--- src/rtl/memory_pkg.sv ---
// Shared types and constants for the memory-game deck logic.
package memory_pkg;

   localparam int          N_CARDS   = 16;
   localparam int          N_PAIRS   = 8;
   // Feedback taps 16,14,13,11 expressed as bit positions 15,13,12,10.
   localparam logic [15:0] LFSR_TAPS = 16'hB400;

   typedef logic [3:0] card_idx_t;
   typedef logic [2:0] pair_id_t;

   typedef enum logic [1:0] {
      IDLE = 2'd0,
      INIT = 2'd1,
      SWAP = 2'd2,
      DONE = 2'd3
   } shuffle_state_t;

   function automatic pair_id_t sorted_id(input card_idx_t k);
      return k[3:1];
   endfunction

endpackage

--- src/rtl/lfsr16.sv ---
// Free-running 16-bit Fibonacci LFSR, shifting left, no enable.
module lfsr16
   import memory_pkg::*;
#(
   parameter logic [15:0] SEED = 16'hACE1
) (
   input  logic        clk,
   input  logic        rst,
   output logic [15:0] o_q
);

   logic [15:0] r_q;
   logic        w_fb;

   assign w_fb = ^(r_q & LFSR_TAPS);
   assign o_q  = r_q;

   // Shift register advances on every edge outside reset.
   always_ff @(posedge clk or posedge rst) begin
      if (rst) begin
         r_q <= SEED;
      end else begin
         r_q <= {r_q[14:0], w_fb};
      end
   end

endmodule

--- src/rtl/deck_shuffler.sv ---
// Builds a 16-card deck of 8 pairs, Fisher-Yates shuffles it from a free-running
// LFSR, then serves two registered read ports to the game FSM.
module deck_shuffler #(
   parameter int          N_CARDS = 16,
   parameter logic [15:0] SEED    = 16'hACE1
) (
   input  logic       clk,
   input  logic       rst,
   input  logic       i_start,
   input  logic [3:0] i_rd_addr_a,
   input  logic [3:0] i_rd_addr_b,
   output logic [2:0] o_rd_data_a,
   output logic [2:0] o_rd_data_b,
   output logic       o_busy,
   output logic       o_done,
   output logic       o_ready
);

   import memory_pkg::*;

   logic [15:0]    w_lfsr;
   logic           w_lfsr_unused;
   logic [4:0]     w_i_plus1;
   logic [7:0]     w_prod;
   card_idx_t      w_j;

   shuffle_state_t r_state;
   card_idx_t      r_i;
   pair_id_t       r_deck [N_CARDS];
   pair_id_t       r_rd_data_a;
   pair_id_t       r_rd_data_b;
   logic           r_busy;
   logic           r_done;
   logic           r_ready;

   lfsr16 #(
      .SEED (SEED)
   ) u_lfsr (
      .clk (clk),
      .rst (rst),
      .o_q (w_lfsr)
   );

   // Only the low nibble feeds the shuffle; the rest is reserved for other users.
   assign w_lfsr_unused = ^w_lfsr[15:4];

   // j = (r * (i+1)) >> 4 keeps the pick uniform-ish within 0..i.
   assign w_i_plus1 = {1'b0, r_i} + 5'd1;
   assign w_prod    = {4'd0, w_lfsr[3:0]} * {3'd0, w_i_plus1};
   assign w_j       = w_prod[7:4];

   assign o_rd_data_a = r_rd_data_a;
   assign o_rd_data_b = r_rd_data_b;
   assign o_busy      = r_busy;
   assign o_done      = r_done;
   assign o_ready     = r_ready;

   // Shuffle FSM: owns the deck, the swap index and the status outputs.
   always_ff @(posedge clk or posedge rst) begin
      if (rst) begin
         r_state <= IDLE;
         r_i     <= 4'd0;
         r_busy  <= 1'b0;
         r_done  <= 1'b0;
         r_ready <= 1'b0;
         for (int k = 0; k < N_CARDS; k++) begin
            r_deck[k] <= sorted_id(card_idx_t'(k));
         end
      end else begin
         case (r_state)
            IDLE: begin
               r_done <= 1'b0;
               if (i_start) begin
                  r_state <= INIT;
                  r_busy  <= 1'b1;
                  r_ready <= 1'b0;
               end else begin
                  r_state <= IDLE;
               end
            end
            INIT: begin
               for (int k = 0; k < N_CARDS; k++) begin
                  r_deck[k] <= sorted_id(card_idx_t'(k));
               end
               r_i     <= 4'd15;
               r_state <= SWAP;
            end
            SWAP: begin
               // When j == i both writes carry the same value.
               r_deck[r_i] <= r_deck[w_j];
               r_deck[w_j] <= r_deck[r_i];
               if (r_i == 4'd1) begin
                  r_state <= DONE;
                  r_busy  <= 1'b0;
                  r_done  <= 1'b1;
               end else begin
                  r_i <= r_i - 4'd1;
               end
            end
            DONE: begin
               r_done  <= 1'b0;
               r_ready <= 1'b1;
               r_state <= IDLE;
            end
            default: begin
               r_state <= IDLE;
               r_busy  <= 1'b0;
               r_done  <= 1'b0;
            end
         endcase
      end
   end

   // Read ports sample the deck every edge, so a same-cycle swap reads old data.
   always_ff @(posedge clk or posedge rst) begin
      if (rst) begin
         r_rd_data_a <= 3'd0;
         r_rd_data_b <= 3'd0;
      end else begin
         r_rd_data_a <= r_deck[i_rd_addr_a];
         r_rd_data_b <= r_deck[i_rd_addr_b];
      end
   end

endmodule

--- config.mk ---
export PLATFORM = sky130hd
export DESIGN_NAME = deck_shuffler
export DESIGN_NICKNAME = d
export VERILOG_FILES = /design/src/rtl/memory_pkg.sv /design/src/rtl/lfsr16.sv /design/src/rtl/deck_shuffler.sv
export SDC_FILE = /design/constraint.sdc
export NUM_CORES = 1
export LEC_CHECK = 0
export CAP_MARGIN = 20
export CORE_UTILIZATION = 59
export CTS_CLUSTER_SIZE = 25
export DETAILED_ROUTE_END_ITERATION = 10
export DONT_BUFFER_PORTS = 1
export PLACE_DENSITY = 0.81
export SLEW_MARGIN = 25
export SYNTH_ARGS = -nofsm -noshare
export SYNTH_HDL_FRONTEND = slang
export SYNTH_SLANG_ARGS = --single-unit
--- constraint.sdc ---
create_clock -name clk -period 5 [get_ports clk]
set_input_delay 0.5 -clock clk [delete_from_list [all_inputs] [get_ports clk]]
set_output_delay 0.5 -clock clk [all_outputs]
set_load 0.005 [all_outputs]
==> results.yml, run 1 <==
routing:
  routed_wirelength_mm: 20.0
  vias: 5460
  viasPerCell: 7.31
  drtIter0Drc: 862
  wl_per_cell_um: 26.8
  drtAntennaViolNets: 0
  drc: 0
  drt-pass1-iter-count: 6
die:
  pin_count: 20
  initial_core_util_pct: 61.6
  fp.dieH_um: 104
  dieArea_mm2: 0.0107
  row_count: 36
  die_w_um: 104
  core-area_mm2: 0.00986
sta:
  tns_ns: 0
  min_period_ns: 4.76
  max_freq_mhz: 210
  setup_viol: 0
  fin_crit_sh_pct: 95.2
  tightest_slew_ns: 0.798
  skew_ns: 0.0145
  final_max_slew_viol_count: 0
  worst_slack_ns: 0.240
  hold_violations: 0
  slew_headroom_pct: 46.6
  holdWs_ns: 0.0538
setup_path:
  cp.required_ns: 5.26
  cp-start-kind: "flip-flop"
  crit_slowest_cell: "fa_1"
  worst_ep_arrival_time_ns: 5.02
  max_stage_delay_ns: 0.55
  worst-setup-path-type: "flip-flop to flip-flop"
  crit_chain: "inv_1 > ha_2 > nand2_1 > fa_1 > fa_1 > inv_1 > ha_1 > a21o_1 > a221o_1 > or3b_1 > nand2_2 > a21boi_1 > a2111o_1 > a222oi_1"
  critPathMaxFanout: 8
  crit_family: "adder cells"
  cp_num_buf_inv: 2
  end_kind: "flip-flop"
pwr:
  p_leak_uw: 0.00276
  vdd_drop_max_uv: 646
  cellPowerDensity_mw_per_mm2: 446
  power_uw: 2950
global_route:
  grt-ovfl-total: 0
  grt_usage_pct: 39.0
  grt_max_degree: 43
  grt_pass1_vias: 5185
  antenna_found_initial: 1
  grt_pass1_wl_mm: 30.9
synth:
  synth_top_area_share_pct: 19.3
  yosysTopAreaCell: "dfrtp_1"
  synth_area_leaders: "dfrtp_1 19%, mux4_2 14%, dfstp_2 14%, nand2_1 5.6%, ha_1 3.7%"
  synth-async-reset-ratio_pct: 100
  synth_seq_cells: 79
  synth_compound_area_share_pct: 20.1
  synth_ff_type: "dfrtp_1"
  synthMuxAreaShare_pct: 18.9
  syn_avg_cell_area_um2: 10.1
  syn_nets: 636
  synth_xor_area_share_pct: 2.35
  synth.yosys.seq_area_share_pct: 33.2
  synth_edf_count: 0
  synth-simple-area-share_pct: 14.6
  synth_top_family_by_area: "compound AO/OA/AOI/OAI gates"
  synthAdderAreaFrac_pct: 5.35
  synthesis.area_mm2: 0.00608
  synth_cell_types: 70
  syn_inst: 602
  yosysWarnings: 0
clocking:
  htreeDepth: 3
  cts_buffer_depth: 2
  cts_sinks: 79
  worst_skew_pair.late_latency_ns: 0.39
  cts_tree: "built"
  clk_pin_slew_worst_paths_ns: 0.08
  cts_buffers: 9
  clockRootBuffer: "clkbuf_8"
placement:
  place_ws_ns: 0.0725
  dp_cells: 724
  numPortBuffers: 0
  hpwlAfterDp_mm: 14.4
  gp_congestion: 1.00
flow_run:
  maxCapViolCount: 0
hold_path:
  hp-class: "input port to async pin"
cells_and_area:
  regArea_mm2: 0.00202
  syn2layout_area_growth_pct: 8.68
  final_nets: 642
  multiInputGateArea_mm2: 0.00379
  n_fill_cell: 758
  final_cells: 747
  drive_gt1_share_pct: 25.1
run_status:
  status: "completed"
-- cells by family after synthesis --
kind of cell,Yosys count
multiplexers,59
AND/OR/NAND/NOR,184
AO/OA/AOI/OAI,165
flip-flops,79
adder cells (fa/ha/maj),23
buffers and inverters,79
XOR/XNOR,13
-- metal layers --
layer  vias to the layer above  GRT usage, %  wire length (um)
met2                       426          59.3              9040
met1                      2664          52.9              7470
met3                        66          10.7              2660
li1                       2304             -                 -
met5                         -             0                 0
met4                         0          15.9               839
-- worst reg2reg max path: cells and delay by family (launching register included) --
kind | cells | cell delay [ns]
fa+ha+maj | 4 | 1.82
compound gates | 5 | 1.68
flops | 1 | 0.43
simple gates | 3 | 0.56
buf+inv | 2 | 0.16
-- area by class of cell --
class / instances / area share (%)
clock buffers: 12 / 2.50
clock inverters: 4 / 0.776
diodes: 1 / 0.0379
multi-input cells: 444 / 57.4
inverters: 41 / 2.35
well taps: 133 / 2.52
flip-flops and latches: 79 / 30.5
repair buffers: 33 / 3.94
-- metrics by stage --
step	utilization, %	area, um2
floorplan	-	6080
global placement	63.6	6270
detailed placement	63.6	6270
CTS	65.8	6490
global route	67.0	6610
finish	67.0	6610
-- synth_stat cells, types with 6 or more instances --
master	n
inv_1	41
nand3_1	19
a21o_1	9
o221ai_1	19
nand2_1	90
nand4_1	7
a21oi_1	16
buf_1	6
o211ai_1	11
mux2i_1	13
ha_1	18
and2_1	9
buf_2	6
nor3_1	13
mux4_2	38
o21ai_0	34
a22oi_1	12
xnor2_1	7
o21ai_1	12
nor2_1	17
clkbuf_1	21
a222oi_1	14
dfstp_2	32
dfrtp_1	47
-- report_power, final --
| group | leakage, uW | total [uW] | switching, uW | internal [uW] |
|---|---|---|---|---|
| registers | 0.000951 | 923 | 138 | 785 |
| clock network | 0.000109 | 525 | 252 | 272 |
| logic | 0.00170 | 1500 | 997 | 504 |
| total | 0.00276 | 2950 | 1390 | 1560 |
-- registers in the layout, indices dropped and copies added (netlist names) --
signal       flops
r_state          2
r_deck          48
o_rd_data_a      3
o_busy           1
r_i              4
o_rd_data_b      3
o_ready          1
u_lfsr.o_q      16
o_done           1
-- repair_timing --
action / in CTS / in global routing
hold buffers: 0 / 0
hold endpoints to repair: 0 / 0
buffers inserted: 0 / 6
setup endpoints to repair: 0 / 44
resized for setup: 0 / 12
-- placed cells by master, fill, tap and decap left out, types with 11 or more instances in the layout --
master and n:
a22oi_1 12, dfstp_2 32, o211ai_1 11, o21ai_1 12, dfrtp_1 47, clkbuf_8 12, buf_4 32, nor3_1 12
o221ai_1 19, nand2_1 89, inv_1 40, o21ai_0 34, a21oi_1 16, nor2_1 16, nand3_1 19, a222oi_1 14
ha_1 17, mux4_2 38, mux2i_1 13
-- final timing paths --
| kind | from | endpoint | slack, ns | depth (start not counted) |
|---|---|---|---|---|
| max in group asynchronous | rst | r_deck[5] | 3.97 | 2 |
| worst max-delay path | r_i[0] | r_deck[11] | 0.24 | 14 |
| min in group clk | i_rd_addr_a[3] | o_rd_data_a[2] | 0.30 | 1 |
| worst max register to register | r_i[0] | r_deck[11] | 0.24 | 14 |
| worst min-delay path | rst | r_i[1] | 0.05 | 1 |
| worst min register to register | u_lfsr.o_q[4] | u_lfsr.o_q[5] | 0.36 | 0 |
Power figures use the tool's default switching activity.
==> inputs of run 2 (changes only) <==
- CORE_MARGIN: not set -> 3
==> run 2 against run 1 <==
Net effect:
- cell count down 0.94%
- largest power group unchanged
- clock power up 2%
- fmax down 0.98%
- clock-buffer cell count down 1
- die area up 7.9%
- flip-flop and latch count unchanged
- sequential power up 1%
- routed wire length up 2.7%
- largest cell class unchanged
==> results.yml, run 2 (synthesized netlist as in run 1, its figures left out) <==
sta:
  setup_viol: 0
  max_freq_mhz: 208
  holdWs_ns: 0.186
  tns_ns: 0
  tightest_slew_ns: 0.727
  fin_crit_sh_pct: 96.1
  slew_headroom_pct: 51.5
  final_max_slew_viol_count: 0
  hold_violations: 0
  rsz0062_at_grt: "no"
  min_period_ns: 4.81
  skew_ns: 0.00919
clocking:
  cts_sinks: 79
  hold_buffers: 0
  worst_skew_pair.late_latency_ns: 0.38
  clockRootBuffer: "clkbuf_8"
  cts_tree: "built"
  clk_pin_slew_worst_paths_ns: 0.09
  htreeDepth: 3
  cts_buffer_depth: 2
  cts_buffers: 9
placement:
  postPlaceCellArea_mm2: 0.00625
  hpwlAfterDp_mm: 14.8
  gp_congestion: 1.02
  dp_cells: 720
  numPortBuffers: 0
setup_path:
  reg2reg_depth: 16
  worst-setup-path-type: "flip-flop to flip-flop"
  reg2reg_setup_slack_ns: 0.19
  timing.rr.end: "r_deck[5]"
  critPathMaxFanout: 11
  worst_ep_arrival_time_ns: 5.08
  cp.required_ns: 5.27
  end_kind: "flip-flop"
  cp-start-kind: "flip-flop"
  r2r-start: "r_i[2]"
routing:
  drc: 0
  routed_wirelength_mm: 20.6
  drtAntennaViolNets: 0
  vias: 5466
  drtIter0Drc: 576
  wl_per_cell_um: 27.8
  viasPerCell: 7.39
  drt-pass1-iter-count: 9
die:
  dieArea_mm2: 0.0116
  fp.dieH_um: 108
  die_w_um: 108
  core-area_mm2: 0.00991
  initial_core_util_pct: 61.4
  pin_count: 20
  row_count: 36
cells_and_area:
  layout_commonest_cell: "nand2_1"
  syn2layout_area_growth_pct: 7.80
  drive_gt1_share_pct: 24.1
  final_nets: 636
  max_flop_register: "r_deck"
  largest_reg_flops: 48
  final_cells: 740
  diodes: 0
  design_area_mm2: 0.00656
  final_cell_mix: "89 x nand2_1, 47 x dfrtp_1, 40 x inv_1"
pwr:
  p_leak_uw: 0.00273
  clockPowerShare_pct: 18.0
  p_int_uw: 1580
  p_comb_share_pct: 50.7
  power_switching_uw: 1400
  power_uw: 2990
  vdd_drop_max_uv: 856
  cellPowerDensity_mw_per_mm2: 456
  seqPwrFrac_pct: 31.3
  swShare_pct: 47.0
global_route:
  grt_max_degree: 80
  grt_pass1_vias: 5450
  grt_usage_pct: 37.3
  antenna_found_initial: 1
  grt-ovfl-total: 0
  grt_pass1_wl_mm: 31.8
run_status:
  status: "completed"
hold_path:
  hp-class: "input port to async pin"
flow_run:
  maxCapViolCount: 0
==> run 2: worst max-delay path by stage <==
stage / startpoint / slack (ns) / to
after floorplan: r_i[0] / 0.1 / r_deck[11]
after global placement: r_i[0] / 0.20 / r_deck[11]
after detailed placement: r_i[0] / 0.03 / r_deck[14]
after CTS: r_i[0] / 0.03 / r_deck[14]
after global routing: r_i[0] / 0.001 / r_deck[14]
final: r_i[2] / 0.19 / r_deck[5]
==> run 2: power groups by stage <==
stage / combinational, uW / sequential (uW) / clock (uW)
6_report: 1510 / 936 / 537
5_1_grt: 1600 / 942 / 574
4_1_cts: 1440 / 924 / 545
3_5_place_dp: 1440 / 935 / 0
3_3_place_gp: 1410 / 926 / 0
2_1_floorplan: 986 / 869 / 0
==> run 2: layout make-up <==
class                      instances  area (um2)
clock buffer                      11         163
inverter                          41         155
tap                              133         166
sequential                        79        2020
timing repair buffer              27         219
multi-input combinational        444        3770
clock inverter                     5        60.1
fill                             804        3350
==> run 2: what timing repair did <==
action / in CTS / in global routing
endpoints found under the hold margin: 0 / 0
endpoints found under the setup margin: 0 / 42
buffers inserted: 0 / 4
resized for setup: 0 / 10
==> run 2: metal layers <==
layer  track usage [%]  up-vias  wire length (um)  part of all wire (%)
met5                 0        -                 0                     0
met1              50.4     2660              7630                    37
li1                  -     2291                 -                     -
met2              55.6      435              9190                    45
met4              20.8        0              1180                   5.8
met3              8.70       80              2560                    12
==> run 2: worst max-delay path: stages, from the launching register on <==
cell,delay (ns)
dfrtp_1,0.43
nand3_1,0.15
xnor2_1,0.36
nand2_1,0.12
fa_1,0.49
fa_1,0.54
inv_1,0.04
ha_1,0.33
buf_4,0.18
and2_1,0.18
a21o_4,0.27
nor2_8,0.22
mux2i_1,0.10
mux2_2,0.30
a2111o_1,0.50
buf_4,0.19
a222oi_1,0.31
==> run 2: stage by stage <==
step	util (%)	setup WS, ns
after detailed placement	63.1	0.0271
after floorplan	-	0.0974
after global routing	66.1	0.00105
after global placement	63.1	0.204
final	66.1	0.193
after CTS	65.3	0.0330
